[src/rtl/seq_mult_pkg.sv]
// rtl/seq_mult_pkg.sv - shared types and sizing helpers for the sequential multiplier
//
// Purpose: FSM state encoding and the iteration-counter width used by seq_multiplier.
// Contents:
//   state_t         IDLE / BUSY / DONE control states
//   DEFAULT_WIDTH   default operand width
//   cnt_width()     iteration counter width, $clog2(width)

package seq_mult_pkg;

  typedef enum logic [1:0] {
    IDLE = 2'd0,
    BUSY = 2'd1,
    DONE = 2'd2
  } state_t;

  localparam int DEFAULT_WIDTH = 4;

  // Counter only has to reach WIDTH-1, so $clog2(WIDTH) bits suffice (WIDTH >= 2).
  function automatic int cnt_width(input int width);
    return (width < 2) ? 1 : $clog2(width);
  endfunction

endpackage

[src/rtl/seq_mult_datapath.sv]
// rtl/seq_mult_datapath.sv - shift-add datapath for the sequential multiplier
//
// Purpose: holds the multiplicand, the 2*WIDTH+1 bit accumulator (carry included) and the
// registered product; performs one partial-product add-and-shift per step strobe.
// Optional macro SEQ_MULT_SIGNED_EN adds magnitude capture and final negation.
// Ports:
//   clk, rst_n      clock, asynchronous active-low reset
//   load_i          capture operands, clear upper accumulator half
//   step_i          one add-and-shift iteration
//   finish_i        last iteration: write (possibly negated) result into product_o
//   a_i, b_i        multiplicand, multiplier
//   op_signed_i     two's-complement mode (SEQ_MULT_SIGNED_EN only)
//   product_o       registered 2*WIDTH-bit product

module seq_mult_datapath #(
  parameter int WIDTH = 4
) (
  input  logic               clk,
  input  logic               rst_n,
  input  logic               load_i,
  input  logic               step_i,
  input  logic               finish_i,
  input  logic [WIDTH-1:0]   a_i,
  input  logic [WIDTH-1:0]   b_i,
`ifdef SEQ_MULT_SIGNED_EN
  input  logic               op_signed_i,
`endif
  output logic [2*WIDTH-1:0] product_o
);

  logic [WIDTH-1:0]   mcand_q, mcand_d;
  logic [2*WIDTH:0]   acc_q, acc_d;
  logic [2*WIDTH-1:0] product_q, product_d;

  logic [WIDTH:0]     upper_sum;
  logic [2*WIDTH:0]   acc_step;
  logic [2*WIDTH-1:0] result;
  logic [WIDTH-1:0]   mag_a, mag_b;

`ifdef SEQ_MULT_SIGNED_EN
  logic sign_q, sign_d;

  // Magnitudes fit in WIDTH unsigned bits, including the most-negative value.
  always_comb begin
    mag_a  = (op_signed_i && a_i[WIDTH-1]) ? (~a_i + WIDTH'(1)) : a_i;
    mag_b  = (op_signed_i && b_i[WIDTH-1]) ? (~b_i + WIDTH'(1)) : b_i;
    sign_d = sign_q;
    if (load_i) sign_d = op_signed_i & (a_i[WIDTH-1] ^ b_i[WIDTH-1]);
    result = sign_q ? (~acc_step[2*WIDTH-1:0] + (2*WIDTH)'(1)) : acc_step[2*WIDTH-1:0];
  end

  always_ff @(posedge clk or negedge rst_n) begin
    if (!rst_n) sign_q <= 1'b0;
    else        sign_q <= sign_d;
  end
`else
  always_comb begin
    mag_a  = a_i;
    mag_b  = b_i;
    result = acc_step[2*WIDTH-1:0];
  end
`endif

  always_comb begin
    mcand_d   = mcand_q;
    acc_d     = acc_q;
    product_d = product_q;
    // Multiplier bits sit in the low half and are consumed LSB first; the carry bit of
    // the upper-half sum shifts down so nothing is ever lost.
    upper_sum = acc_q[2*WIDTH:WIDTH] + (acc_q[0] ? {1'b0, mcand_q} : '0);
    acc_step  = {upper_sum, acc_q[WIDTH-1:0]} >> 1;
    if (load_i) begin
      mcand_d = mag_a;
      acc_d   = {{(WIDTH+1){1'b0}}, mag_b};
    end else if (step_i) begin
      acc_d = acc_step;
    end
    if (finish_i) product_d = result;
  end

  always_ff @(posedge clk or negedge rst_n) begin
    if (!rst_n) begin
      mcand_q   <= '0;
      acc_q     <= '0;
      product_q <= '0;
    end else begin
      mcand_q   <= mcand_d;
      acc_q     <= acc_d;
      product_q <= product_d;
    end
  end

  assign product_o = product_q;

endmodule

[src/rtl/seq_multiplier.sv]
// rtl/seq_multiplier.sv - iterative shift-add multiplier with valid/ready handshakes
//
// Purpose: accepts one operand pair in IDLE, spends WIDTH cycles in BUSY (one partial
// product per clock), then presents the 2*WIDTH-bit product in DONE until taken.
// Optional macro SEQ_MULT_SIGNED_EN adds the op_signed port (two's-complement mode).
// Ports:
//   clk, rst_n            clock, asynchronous active-low reset
//   in_valid / in_ready   operand handshake (in_ready high only in IDLE)
//   a, b                  multiplicand, multiplier (sampled at accept only)
//   op_signed             two's-complement select (SEQ_MULT_SIGNED_EN only)
//   out_valid / out_ready product handshake (out_valid high only in DONE)
//   product               result, stable while out_valid

module seq_multiplier
  import seq_mult_pkg::*;
#(
  parameter int WIDTH = DEFAULT_WIDTH
) (
  input  logic               clk,
  input  logic               rst_n,
  input  logic               in_valid,
  output logic               in_ready,
  input  logic [WIDTH-1:0]   a,
  input  logic [WIDTH-1:0]   b,
`ifdef SEQ_MULT_SIGNED_EN
  input  logic               op_signed,
`endif
  output logic               out_valid,
  input  logic               out_ready,
  output logic [2*WIDTH-1:0] product
);

  localparam int CNT_W = cnt_width(WIDTH);
  localparam logic [CNT_W-1:0] LAST = CNT_W'(WIDTH - 1);

  state_t           state_q, state_d;
  logic [CNT_W-1:0] count_q, count_d;
  logic             load, step, finish;

  always_comb begin
    state_d   = state_q;
    count_d   = count_q;
    load      = 1'b0;
    step      = 1'b0;
    finish    = 1'b0;
    in_ready  = 1'b0;
    out_valid = 1'b0;
    unique case (state_q)
      IDLE: begin
        in_ready = 1'b1;
        if (in_valid) begin
          load    = 1'b1;
          count_d = '0;
          state_d = BUSY;
        end
      end
      BUSY: begin
        step    = 1'b1;
        count_d = count_q + CNT_W'(1);
        // count_q == WIDTH-1 marks the WIDTH-th iteration.
        if (count_q == LAST) begin
          finish  = 1'b1;
          count_d = '0;
          state_d = DONE;
        end
      end
      DONE: begin
        out_valid = 1'b1;
        if (out_ready) state_d = IDLE;
      end
      default: state_d = IDLE;
    endcase
  end

  always_ff @(posedge clk or negedge rst_n) begin
    if (!rst_n) begin
      state_q <= IDLE;
      count_q <= '0;
    end else begin
      state_q <= state_d;
      count_q <= count_d;
    end
  end

  seq_mult_datapath #(.WIDTH(WIDTH)) u_datapath (
    .clk         (clk),
    .rst_n       (rst_n),
    .load_i      (load),
    .step_i      (step),
    .finish_i    (finish),
    .a_i         (a),
    .b_i         (b),
`ifdef SEQ_MULT_SIGNED_EN
    .op_signed_i (op_signed),
`endif
    .product_o   (product)
  );

endmodule

[config.mk]
export PLATFORM = sky130hd
export DESIGN_NAME = seq_multiplier
export DESIGN_NICKNAME = d
export VERILOG_FILES = /design/src/rtl/seq_mult_pkg.sv /design/src/rtl/seq_mult_datapath.sv /design/src/rtl/seq_multiplier.sv
export SDC_FILE = /design/constraint.sdc
export NUM_CORES = 1
export LEC_CHECK = 0
export CAP_MARGIN = 40
export CORE_MARGIN = 1.5
export CORE_UTILIZATION = 45
export DETAILED_ROUTE_END_ITERATION = 10
export DONT_BUFFER_PORTS = 1
export PLACE_DENSITY = 0.65
export SYNTH_ARGS = -nofsm -noshare
export SYNTH_HDL_FRONTEND = slang
export SYNTH_HIERARCHICAL = 1
export SYNTH_SLANG_ARGS = --single-unit
[constraint.sdc]
create_clock -name clk -period 1.6 [get_ports clk]
set_clock_uncertainty 0.05 [all_clocks]
set_input_delay 0.24 -clock clk [delete_from_list [all_inputs] [get_ports clk]]
set_output_delay 0.24 -clock clk [all_outputs]
set_load 0.05 [all_outputs]
After elaboration in Yosys (flattened, before gate mapping)
Index checks and enable logic that the tools add are counted.
{"block": "totals", "ff_bits": 25, "latch_bits": 0, "ram_bits": 0, "rom_bits": 0, "output_inout_bits": 10, "elab_cells": 35, "n_memories": 0}
{"block": "classes", "addsub": 2, "n_mul": 0, "div": 0, "magnitude_cmp": 0, "eq_ne": 6, "shift": 0, "mux": 17, "bitwise_logic": 0, "n_reduce_logical": 5}
{"cell": "2-to-1 mux 9 bit", "count": 2}
{"cell": "2-to-1 mux 2 bit", "count": 5}
{"cell": "2-to-1 mux 1 bit", "count": 7}
{"cell": "!= test 2 bit (second input constant)", "count": 3}
{"cell": "case mux 2 bit (3 select lines)", "count": 1}
{"cell": "adder 5 bit", "count": 1}
{"cell": "equality test 2 bit (second input constant)", "count": 2}
{"cell": "2-to-1 mux 4 bit", "count": 1}
{"cell": "case mux 2 bit (2 select lines)", "count": 1}
{"cell": "nonzero test 2 bit", "count": 2}
{"cell": "AND reduction 3 bit", "count": 1}
{"cell": "adder 2 x 1 -> 2 bit (second input constant)", "count": 1}
{"cell": "equality test 2 x 1 -> 1 bit (second input constant)", "count": 1}
{"cell": "logical NOT 2 bit", "count": 1}
{"cell": "AND reduction 2 bit", "count": 1}

Depth between registers and ports, before layout
Gate-level depths: netlist (run 1).
{"block": "depth", "ltp_word": 4, "ltp_mapped": 7, "ltp_nobuf": 7}

Hierarchy
Netlist (run 1), hierarchy kept.
{"module": "seq_mult_datapath", "instances": 1, "cells_each": 84, "area_per_inst_um2": 970.9, "seq_area_each_um2": 500.5}
{"module": "seq_multiplier", "instances": 1, "cells_each": 19, "area_per_inst_um2": 206.4, "seq_area_each_um2": 100.1}

Worst setup path before layout (run 1)
Ideal clock, no wire load.
{"block": "synth_path", "path_type": "register -> register", "startpoint": "register state_q[0]", "endpoint": "register u_datapath.acc_q[1]", "setup_time_ns": 0.136, "arrival_ns": 1.851, "path_slack_ns": -0.437, "path_stages_with_launch": 6, "synth_period_minus_slack_ns": 2.037, "cell_sequence": "dfrtp_1 -> nor2_1 -> and2_1 -> buf_2 -> clkbuf_1 -> o21ai_0"}
{"block": "synth_via", "elab_chain_cells": 3}
{"element": "start, declared", "line_no": "seq_multiplier.sv:36", "rtl": "state_t state_q, state_d;"}
{"element": "start signal, assigned", "line_no": "seq_multiplier.sv:80", "rtl": "state_q <= state_d;"}
{"element": "logical NOT 2 bit (*)", "line_no": "seq_multiplier.sv:48", "rtl": "unique case (state_q)"}
{"element": "2-to-1 mux 1 bit (*)", "line_no": "seq_multiplier.sv:48"}
{"element": "named net load", "line_no": "seq_multiplier.sv:38", "rtl": "logic load, step, finish;"}
{"element": "2-to-1 mux 9 bit / nonzero test 2 bit (equally long branches)"}
{"element": "end signal, assigned", "line_no": "seq_mult_datapath.sv:84", "rtl": "acc_q <= '0;"}
{"element": "end signal, assigned", "line_no": "seq_mult_datapath.sv:88", "rtl": "acc_q <= acc_d;"}
{"element": "end, declared", "line_no": "seq_mult_datapath.sv:32", "rtl": "logic [2*WIDTH:0] acc_q, acc_d;"}
Mark *: on every way through the listed nets, which the timed path passes. The rest lies on a longest branch.
A chain may end at the register's enable or synchronous reset.

Worst setup path in the final report (run 1)
{"block": "layout_path", "startpoint": "register u_datapath.acc_q[0]", "endpoint": "register u_datapath.acc_q[6]"}
{"block": "layout_via", "elab_chain_cells": 4}
{"element": "2-to-1 mux 4 bit", "line_no": "seq_mult_datapath.sv:70", "rtl": "upper_sum = acc_q[2*WIDTH:WIDTH] + (acc_q[0] ? {1'b0, mcand_q} : '0);"}
{"element": "adder 5 bit", "line_no": "seq_mult_datapath.sv:70"}
{"element": "2-to-1 mux 9 bit", "line_no": "seq_mult_datapath.sv:75", "rtl": "end else if (step_i) begin"}
{"element": "2-to-1 mux 9 bit", "line_no": "seq_mult_datapath.sv:72", "rtl": "if (load_i) begin"}
Every way passes these cells. The select of a mux whose other input is x is not followed.

==> results.sh, run 1 <==
export IMPL_ir_drop_mv=1.404
export IMPL_setup_tns_ps=-793.7
export IMPL_clkTransAtPathRegs_ps=130
export IMPL_maxSlewHeadroom=0.6652
export IMPL_cts_root_buf="clkbuf_4"
export IMPL_routed_via_density=5.270
export IMPL_clock_path_buffers=2
export IMPL_drt_wl_total_mm=2.341
export IMPL_core_sq_um=2477
export IMPL_path_class="reg -> reg"
export IMPL_synth_distinct_cells=29
export IMPL_wl_per_cell_um=15.40
export IMPL_netlist_area_sq_um=1177
export IMPL_die_w_um=54.15
export IMPL_final_common_cell="dfrtp_1"
export IMPL_dp_cells=139
export IMPL_port_buffers=0
export IMPL_fin_util=0.6086
export IMPL_synth_seq_cells=24
export IMPL_dr_pass1_iters=4
export IMPL_num_io_pins=22
export IMPL_power_density_nw_per_um2=2230
export IMPL_final_cell_mix="dfrtp_1 (24), mux2_2 (9), buf_4 (8)"
export IMPL_drt_iter0_markers=7
export IMPL_ff2ff_setup_slack_ps=-180
export IMPL_fin_crit_ps=1777
export IMPL_start_kind="register"
export IMPL_crit_path_max_fanout=4
export IMPL_rsz0062_at_grt="yes"
export IMPL_clock_sinks=24
export IMPL_gp_congestion=0.8644
export IMPL_setup_violations=8
export IMPL_synthCells=103
export IMPL_cts_tree="built"
export IMPL_failed_checks="setup timing"
export IMPL_finalWorstSetupSlack_ps=-176.9
export IMPL_arrival_ps=1990
export IMPL_place_area_sq_um=1316
export IMPL_antenna_found_initial=0
export IMPL_r2r_end="u_datapath/acc_q[6]"
export IMPL_syn2layout_area_growth_pct=28.06
export IMPL_syn_avg_cell_area_sq_um=11.43
export IMPL_grt_usage=0.1785
export IMPL_min_to="u_datapath/mcand_q[3]"
export IMPL_grt_pass1_vias=859
export IMPL_fmax_ghz=0.5628
export IMPL_ys_seq_area_frac=0.5101
export IMPL_fin_crit_sh=1.111
export IMPL_yosys_warnings=6
export IMPL_tightest_slew_ps=500.6
export IMPL_drv_cap=0
export IMPL_r2r_start="u_datapath/acc_q[0]"
export IMPL_nNetsFinal=141
export IMPL_vias=801
export IMPL_slew_violations=0
export IMPL_grt_pass1_wl_mm=3.643
export IMPL_hold_viol=0
export IMPL_cp_data_required_time_ps=1810
export IMPL_r2r_cells=7
export IMPL_fp_dieH_um=54.15
export IMPL_start_util=0.4753
export IMPL_ant_nets=0
export IMPL_startpoint="u_datapath/acc_q[0]"
export IMPL_leakagePower_uw=0.0007013
export IMPL_timing_hold_ws_ps=17.06
export IMPL_min_from="a[3]"
export IMPL_grt_max_degree=25
export IMPL_rows=18
export IMPL_synth_nets=121
export IMPL_critPathCaptureType="register"
export IMPL_dp_hpwl_mm=1.549
export IMPL_finalInstanceArea_sq_um=1508
export IMPL_htreeDepth=1
export IMPL_num_antenna_cells=0
export IMPL_drive_gt1_frac=0.3443
export IMPL_stdcell_count=152
export IMPL_final_fill_count=215
export IMPL_clk_latency_ps=310
export IMPL_cts_buffers=3
export IMPL_drt_drc_violations_left=0
export IMPL_grt_ovfl_total=0
export IMPL_hold_depth=1
export IMPL_hp_class="in -> reg"
export IMPL_dieArea_sq_um=2932
export IMPL_outcome="complete, but fails checks"
[through the flow]
step,total power [uW],setup slack [ps]
after global routing,3597,-223.5
after floorplan,2339,-35.29
after CTS,3272,-192.2
after detailed placement,2776,-162.6
after global placement,2718,-83.34
final,3363,-176.9
[critical path, cell delays in order, from the launching register on]
cell     delay [ps]
dfrtp_1         450
buf_6           130
and2_4          130
ha_4            210
and3_4          170
buf_4           140
or3_1           360
nand3_1          90
[layout make-up]
type | count | area, sq um | share of cell area
sequential | 24 | 600.6 | 0.3983
inverter | 6 | 22.52 | 0.01494
multi-input combinational | 69 | 598.1 | 0.3967
clock inverter | 1 | 30.03 | 0.01992
clock buffer | 3 | 22.52 | 0.01494
tap | 30 | 37.54 | 0.02490
timing repair buffer | 19 | 196.4 | 0.1303
[cell usage after synthesis]
master / count / area [sq um]
a22o_1: 3 / 26.28
mux2i_1: 6 / 60.06
and3_4: 1 / 11.26
a21o_1: 1 / 7.510
buf_2: 3 / 15.01
a31o_1: 1 / 8.760
nor2b_1: 2 / 12.51
o211ai_1: 1 / 7.510
nor2_1: 8 / 30.03
a31oi_1: 1 / 6.260
dfrtp_1: 24 / 600.6
and2_1: 5 / 31.28
inv_1: 6 / 22.52
a21oi_1: 1 / 5.000
nand3_1: 1 / 5.000
mux2_2: 10 / 112.6
ha_1: 5 / 62.56
a311oi_1: 1 / 8.760
and2b_4: 1 / 10.01
nand2_1: 6 / 22.52
or3_1: 2 / 12.51
xnor2_1: 1 / 8.760
fa_1: 1 / 20.02
nand2b_1: 2 / 12.51
o21bai_1: 1 / 7.510
clkbuf_1: 1 / 3.750
o21ai_0: 6 / 30.03
nand3b_1: 1 / 7.510
and2b_2: 1 / 8.760
[where the power goes]
part | leakage, uW | total [uW] | internal, uW | switching (uW)
sequential | 0.000299 | 1380 | 882 | 502
combinational | 0.000375 | 1540 | 835 | 710
clock | 0.0000279 | 433 | 253 | 180
[per-layer routing]
| metal | vias to the layer above | part of all wire | global-route usage | wire length, um |
|---|---|---|---|---|
| met5 | - | 0 | 0 | 0 |
| met4 | 0 | 0.0051 | 0.03750 | 12 |
| met3 | 2 | 0.051 | 0.05833 | 119 |
| met2 | 20 | 0.51 | 0.3233 | 1201 |
| met1 | 387 | 0.43 | 0.2025 | 1007 |
| li1 | 392 | - | - | - |
[how the worst max path moves through the flow]
| stage | endpoint |
|---|---|
| global route | u_datapath/acc_q[6] |
| CTS | u_datapath/product_o[6] |
| global placement | u_datapath/product_o[5] |
| finish | u_datapath/acc_q[6] |
| detailed placement | u_datapath/acc_q[7] |
| floorplan | u_datapath/product_o[6] |
[logic make-up after synthesis]
family	Yosys count	share of synthesized area
simple gates	30	0.1392
flops	24	0.5101
compound gates	16	0.09141
mux	16	0.1467
buf+inv	10	0.03506
fa+ha+maj	6	0.07014
xor+xnor	1	0.007440
[state kept, by name (all words and copies together), names as in the netlist]
register              flops
u_datapath/mcand_q        4
u_datapath/acc_q          8
count_q                   2
state_q                   2
u_datapath/product_o      8
[repair_timing]
action | CTS | global route
setup endpoints to repair | 8 | 8
hold buffers | 5 | 2
pin swaps | 3 | 5
resized for setup | 3 | 12
setup buffers | 1 | 0
endpoints found under the hold margin | 28 | 2
Power figures use the tool's default switching activity.
==> inputs of run 2 (changes only) <==
--- a/config.mk
+++ b/config.mk
@@ -5,7 +5,7 @@
 export SDC_FILE = /design/constraint.sdc
 export NUM_CORES = 1
 export LEC_CHECK = 0
-export CAP_MARGIN = 40
+export CAP_MARGIN = 25
 export CORE_MARGIN = 1.5
 export CORE_UTILIZATION = 45
 export DETAILED_ROUTE_END_ITERATION = 10
==> run 2 against run 1 <==
The flow still finishes with violations (setup timing). Via count did not move. First-iteration DRC count did not move. Clock-buffer cell count did not move. Design area did not move. Wire length did not move. Highest routed layer unchanged.
==> results.sh, run 2 (same netlist as run 1, synthesis figures left out) <==
export IMPL_tightest_slew_ps=500.6
export IMPL_dp_worst_setup_slack_ps=-162.6
export IMPL_maxSlewHeadroom=0.6652
export IMPL_clock_path_buffers=2
export IMPL_clkTransAtPathRegs_ps=130
export IMPL_r2r_start="u_datapath/acc_q[0]"
export IMPL_dieArea_sq_um=2932
export IMPL_failed_checks="setup timing"
export IMPL_drive_gt1_frac=0.3443
export IMPL_num_io_pins=22
export IMPL_antenna_found_initial=0
export IMPL_clk_latency_ps=310
export IMPL_grtUsageMet2=0.3233
export IMPL_ant_nets=0
export IMPL_cts_tree="built"
export IMPL_port_buffers=0
export IMPL_nNetsFinal=141
export IMPL_cts_root_buf="clkbuf_4"
export IMPL_leakagePower_uw=0.0007013
export IMPL_cts_buffers=3
export IMPL_hp_class="in -> reg"
export IMPL_critPathCapture="u_datapath/acc_q[6]"
export IMPL_hold_viol=0
export IMPL_vias=801
export IMPL_fin_crit_sh=1.111
export IMPL_grt_usage=0.1785
export IMPL_clock_sinks=24
export IMPL_syn2layout_area_growth_pct=28.06
export IMPL_fin_util=0.6086
export IMPL_wl_per_cell_um=15.40
export IMPL_outcome="complete, but fails checks"
export IMPL_setup_violations=8
export IMPL_ff2ff_setup_slack_ps=-180
export IMPL_routed_via_density=5.270
export IMPL_num_antenna_cells=0
export IMPL_arrival_ps=1990
export IMPL_final_common_cell="dfrtp_1"
export IMPL_startpoint="u_datapath/acc_q[0]"
export IMPL_rsz0062_at_grt="yes"
export IMPL_drt_wl_total_mm=2.341
export IMPL_finalInstanceArea_sq_um=1508
export IMPL_met3_usage=0.05833
export IMPL_dp_hpwl_mm=1.549
export IMPL_htreeDepth=1
export IMPL_power_uw=3363
export IMPL_r2r_cells=7
export IMPL_path_class="reg -> reg"
export IMPL_cp_data_required_time_ps=1810
export IMPL_drt_drc_violations_left=0
export IMPL_drv_cap=0
export IMPL_power_density_nw_per_um2=2230
export IMPL_globalRouteMet1Util=0.2025
export IMPL_crit_path_max_fanout=4
export IMPL_drt_iter0_markers=7
export IMPL_critPathCaptureType="register"
export IMPL_r2r_end="u_datapath/acc_q[6]"
export IMPL_final_cell_mix="dfrtp_1 (24), mux2_2 (9), buf_4 (8)"
export IMPL_start_util=0.4753
export IMPL_finalWorstSetupSlack_ps=-176.9
export IMPL_core_sq_um=2477
export IMPL_grt_pass1_vias=859
export IMPL_fmax_ghz=0.5628
export IMPL_fp_dieH_um=54.15
export IMPL_dr_pass1_iters=4
export IMPL_grt_pass1_wl_mm=3.643
export IMPL_die_w_um=54.15
export IMPL_slew_violations=0
export IMPL_busiest_layer="met2"
export IMPL_start_kind="register"
export IMPL_fin_crit_ps=1777
export IMPL_setup_tns_ps=-793.7
export IMPL_rows=18
export IMPL_place_area_sq_um=1316
export IMPL_gp_congestion=0.8644
export IMPL_grt_ovfl_total=0
export IMPL_ir_drop_mv=1.404
export IMPL_grt_max_degree=25
-- run 2: worst min-delay path by stage --
stage              from                       to  cells past startpoint
4_1_cts        in_valid               state_q[0]                      2
2_1_floorplan     rst_n               count_q[0]                      0
6_report           a[3]    u_datapath/mcand_q[3]                      1
3_5_place_dp      rst_n  u_datapath/product_o[7]                      0
5_1_grt            a[3]    u_datapath/mcand_q[3]                      1
3_3_place_gp      rst_n    u_datapath/mcand_q[2]                      0
-- run 2: cell type report --
class                      count  area, sq um
fill                         215        969.7
sequential                    24        600.6
multi-input combinational     69        598.1
timing repair buffer          19        196.4
tap                           30        37.54
clock inverter                 1        30.03
clock buffer                   3        22.52
inverter                       6        22.52
-- run 2: report_power, final --
part | internal (uW) | switching (uW) | total, uW
logic | 835 | 710 | 1540
registers | 882 | 502 | 1380
clock network | 253 | 180 | 433
-- run 2: layer usage --
| layer | vias to the layer above | wire, um |
|---|---|---|
| li1 | 392 | - |
| met5 | - | 0 |
| met1 | 387 | 1007 |
| met2 | 20 | 1201 |
| met3 | 2 | 119 |
| met4 | 0 | 12 |
-- run 2: timing repair --
item,in CTS,in global routing
pin swaps,3,5
setup endpoints to repair,8,8
resized for setup,3,12
hold buffers,5,2
setup buffers,1,0
hold endpoints to repair,28,2
-- run 2: through the flow --
stage,hold slack (ps),instances
after floorplan,-105.6,103
after global placement,-104.9,139
after detailed placement,-105.0,139
after CTS,2.942,149
after global routing,5.429,152
final,17.06,152
-- run 2: worst max-delay path, stage by stage (launching register included) --
cell and delay, ps:
dfrtp_1 450, buf_6 130, and2_4 130, ha_4 210
and3_4 170, buf_4 140, or3_1 360, nand3_1 90
==> inputs of run 3 (changes only) <==
--- a/config.mk
+++ b/config.mk
@@ -5,12 +5,11 @@
 export SDC_FILE = /design/constraint.sdc
 export NUM_CORES = 1
 export LEC_CHECK = 0
-export CAP_MARGIN = 25
 export CORE_MARGIN = 1.5
 export CORE_UTILIZATION = 45
 export DETAILED_ROUTE_END_ITERATION = 10
 export DONT_BUFFER_PORTS = 1
-export PLACE_DENSITY = 0.65
+export PLACE_DENSITY = 0.63
 export SYNTH_ARGS = -nofsm -noshare
 export SYNTH_HDL_FRONTEND = slang
 export SYNTH_HIERARCHICAL = 1
==> constraint.sdc (replaced) <==
create_clock -name clk -period 2.08 [get_ports clk]
set_clock_uncertainty 0.05 [all_clocks]
set_input_delay 0.312 -clock clk [delete_from_list [all_inputs] [get_ports clk]]
set_output_delay 0.312 -clock clk [all_outputs]
set_load 0.05 [all_outputs]
==> run 3 against run 2 <==
Largest power group is now registers. Cell count down 7.9%. Largest cell class unchanged. Highest routed layer unchanged. Worst hold slack better by 43 ps. Register-to-register slack better by 440 ps. The run now ends clean.
==> results.sh, run 3 (same netlist as run 1, synthesis figures left out) <==
export IMPL_outcome="finished clean"
export IMPL_leakagePower_uw=0.0006335
export IMPL_r2r_cells=5
export IMPL_dp_worst_setup_slack_ps=278.6
export IMPL_min_to="u_datapath/acc_q[2]"
export IMPL_clkTransAtPathRegs_ps=140
export IMPL_drv_cap=0
export IMPL_clock_sinks=24
export IMPL_post_cts_buffers=0
export IMPL_critPathCaptureType="register"
export IMPL_cts_root_buf="clkbuf_4"
export IMPL_fmax_ghz=0.5501
export IMPL_dieArea_sq_um=2932
export IMPL_power_density_nw_per_um2=1750
export IMPL_finalWorstSetupSlack_ps=262.1
export IMPL_stdcell_count=140
export IMPL_critPathMaxStageDelay_ps=440
export IMPL_setup_violations=0
export IMPL_fin_crit_sh=0.8740
export IMPL_hp_class="in -> reg"
export IMPL_fin_crit_ps=1818
export IMPL_setup_tns_ps=0
export IMPL_hold_depth=2
export IMPL_cts_tree="built"
export IMPL_drt_iter0_markers=6
export IMPL_grt_usage=0.1624
export IMPL_crit_buf_inv=0
export IMPL_hold_viol=0
export IMPL_rows=18
export IMPL_vias=752
export IMPL_final_common_cell="dfrtp_1"
export IMPL_slew_violations=0
export IMPL_core_sq_um=2477
export IMPL_drt_wl_total_mm=2.062
export IMPL_ir_drop_mv=1.007
export IMPL_wl_per_cell_um=14.73
export IMPL_grt_pass1_wl_mm=3.312
export IMPL_clk_latency_ps=310
export IMPL_finalInstanceArea_sq_um=1316
export IMPL_cp_cell_sequence="and2_1, ha_1, and3_4, or3_1, a31o_1"
export IMPL_slowest_stage="dfrtp_1"
export IMPL_r2r_end="u_datapath/product_o[6]"
export IMPL_ant_nets=0
export IMPL_grt_ovfl_total=0
export IMPL_syn2layout_area_growth_pct=11.80
export IMPL_grt_pass1_vias=772
export IMPL_dp_cells=134
export IMPL_nNetsFinal=129
export IMPL_min_from="b[2]"
export IMPL_num_io_pins=22
export IMPL_rsz0062_at_grt="no"
export IMPL_tightest_slew_ps=486.6
export IMPL_maxSlewHeadroom=0.6756
export IMPL_port_buffers=0
export IMPL_num_antenna_cells=0
export IMPL_cts_buffers=3
export IMPL_r2r_start="u_datapath/acc_q[0]"
export IMPL_place_area_sq_um=1234
export IMPL_clock_path_buffers=2
export IMPL_die_w_um=54.15
export IMPL_antenna_found_initial=0
export IMPL_drt_drc_violations_left=0
export IMPL_cp_data_required_time_ps=2240
export IMPL_routed_via_density=5.371
export IMPL_drive_gt1_frac=0.2091
export IMPL_dr_pass1_iters=2
export IMPL_gp_congestion=0.7497
export IMPL_path_class="reg -> reg"
export IMPL_arrival_ps=1980
export IMPL_start_kind="register"
export IMPL_start_util=0.4753
export IMPL_final_cell_mix="dfrtp_1 (24), mux2_2 (10), nor2_1 (8)"
export IMPL_cp_top_family="simple AND/OR/NAND/NOR gates"
export IMPL_dp_hpwl_mm=1.480
export IMPL_crit_path_max_fanout=5
export IMPL_fp_dieH_um=54.15
export IMPL_ff2ff_setup_slack_ps=260
export IMPL_htreeDepth=1
export IMPL_grt_max_degree=25
-- run 3: cell types whose count changed in the layout (fill, tap and decap cells not counted), moves of 2 or more --
| cell | before | now |
|---|---|---|
| ha_1 | 3 | 5 |
| dlygate4sd3_1 | 7 | 1 |
| and2_1 | 2 | 5 |
| inv_1 | 4 | 6 |
| buf_4 | 8 | 5 |
| and2_4 | 2 | 0 |
| inv_2 | 2 | 0 |
| ha_4 | 2 | 0 |
-- run 3: report_power, final --
part / internal (uW) / switching (uW) / leakage, uW / total [uW]
Clock: 195 / 138 / 0.0000279 / 333
Combinational: 451 / 450 / 0.000307 / 900
Sequential: 678 / 392 / 0.000299 / 1070
-- run 3: layout make-up --
cell class / count / area [sq um]
Timing Repair Buffer: 7 / 67.56
Sequential cell: 24 / 600.6
Multi-Input combinational cell: 69 / 535.5
Clock buffer: 3 / 22.52
Inverter: 6 / 22.52
Tap cell: 30 / 37.54
Fill cell: 230 / 1161
Clock inverter: 1 / 30.03
-- run 3: worst max path at each step --
stage | cells past startpoint | startpoint | to
6_report | 5 | u_datapath/acc_q[0] | u_datapath/product_o[6]
5_1_grt | 7 | u_datapath/acc_q[0] | u_datapath/acc_q[7]
4_1_cts | 5 | u_datapath/acc_q[0] | u_datapath/product_o[6]
3_5_place_dp | 5 | u_datapath/acc_q[0] | u_datapath/product_o[6]
3_3_place_gp | 5 | u_datapath/acc_q[0] | u_datapath/product_o[6]
2_1_floorplan | 5 | state_q[0] | u_datapath/acc_q[1]
-- run 3: metrics by stage --
| step | power (uW) | hold WS [ps] | util |
|---|---|---|---|
| after floorplan | 1766 | -33.59 | - |
| after global placement | 1947 | -32.91 | 0.4980 |
| after detailed placement | 1978 | -33.05 | 0.4980 |
| after CTS | 2337 | 49.95 | 0.5313 |
| after global routing | 2485 | 51.88 | 0.5313 |
| final | 2304 | 59.70 | 0.5313 |
-- run 3: repair_timing --
item                                   CTS  global route
gates resized for setup                  0             0
endpoints found under the hold margin   24             0
hold buffers                             2             0
-- run 3: layer usage --
| layer | global-route usage | share of wire |
|---|---|---|
| met2 | 0.2871 | 0.51 |
| met1 | 0.1888 | 0.45 |
| met4 | 0.07500 | 0.0058 |
| met3 | 0.02778 | 0.031 |
| met5 | 0 | 0 |
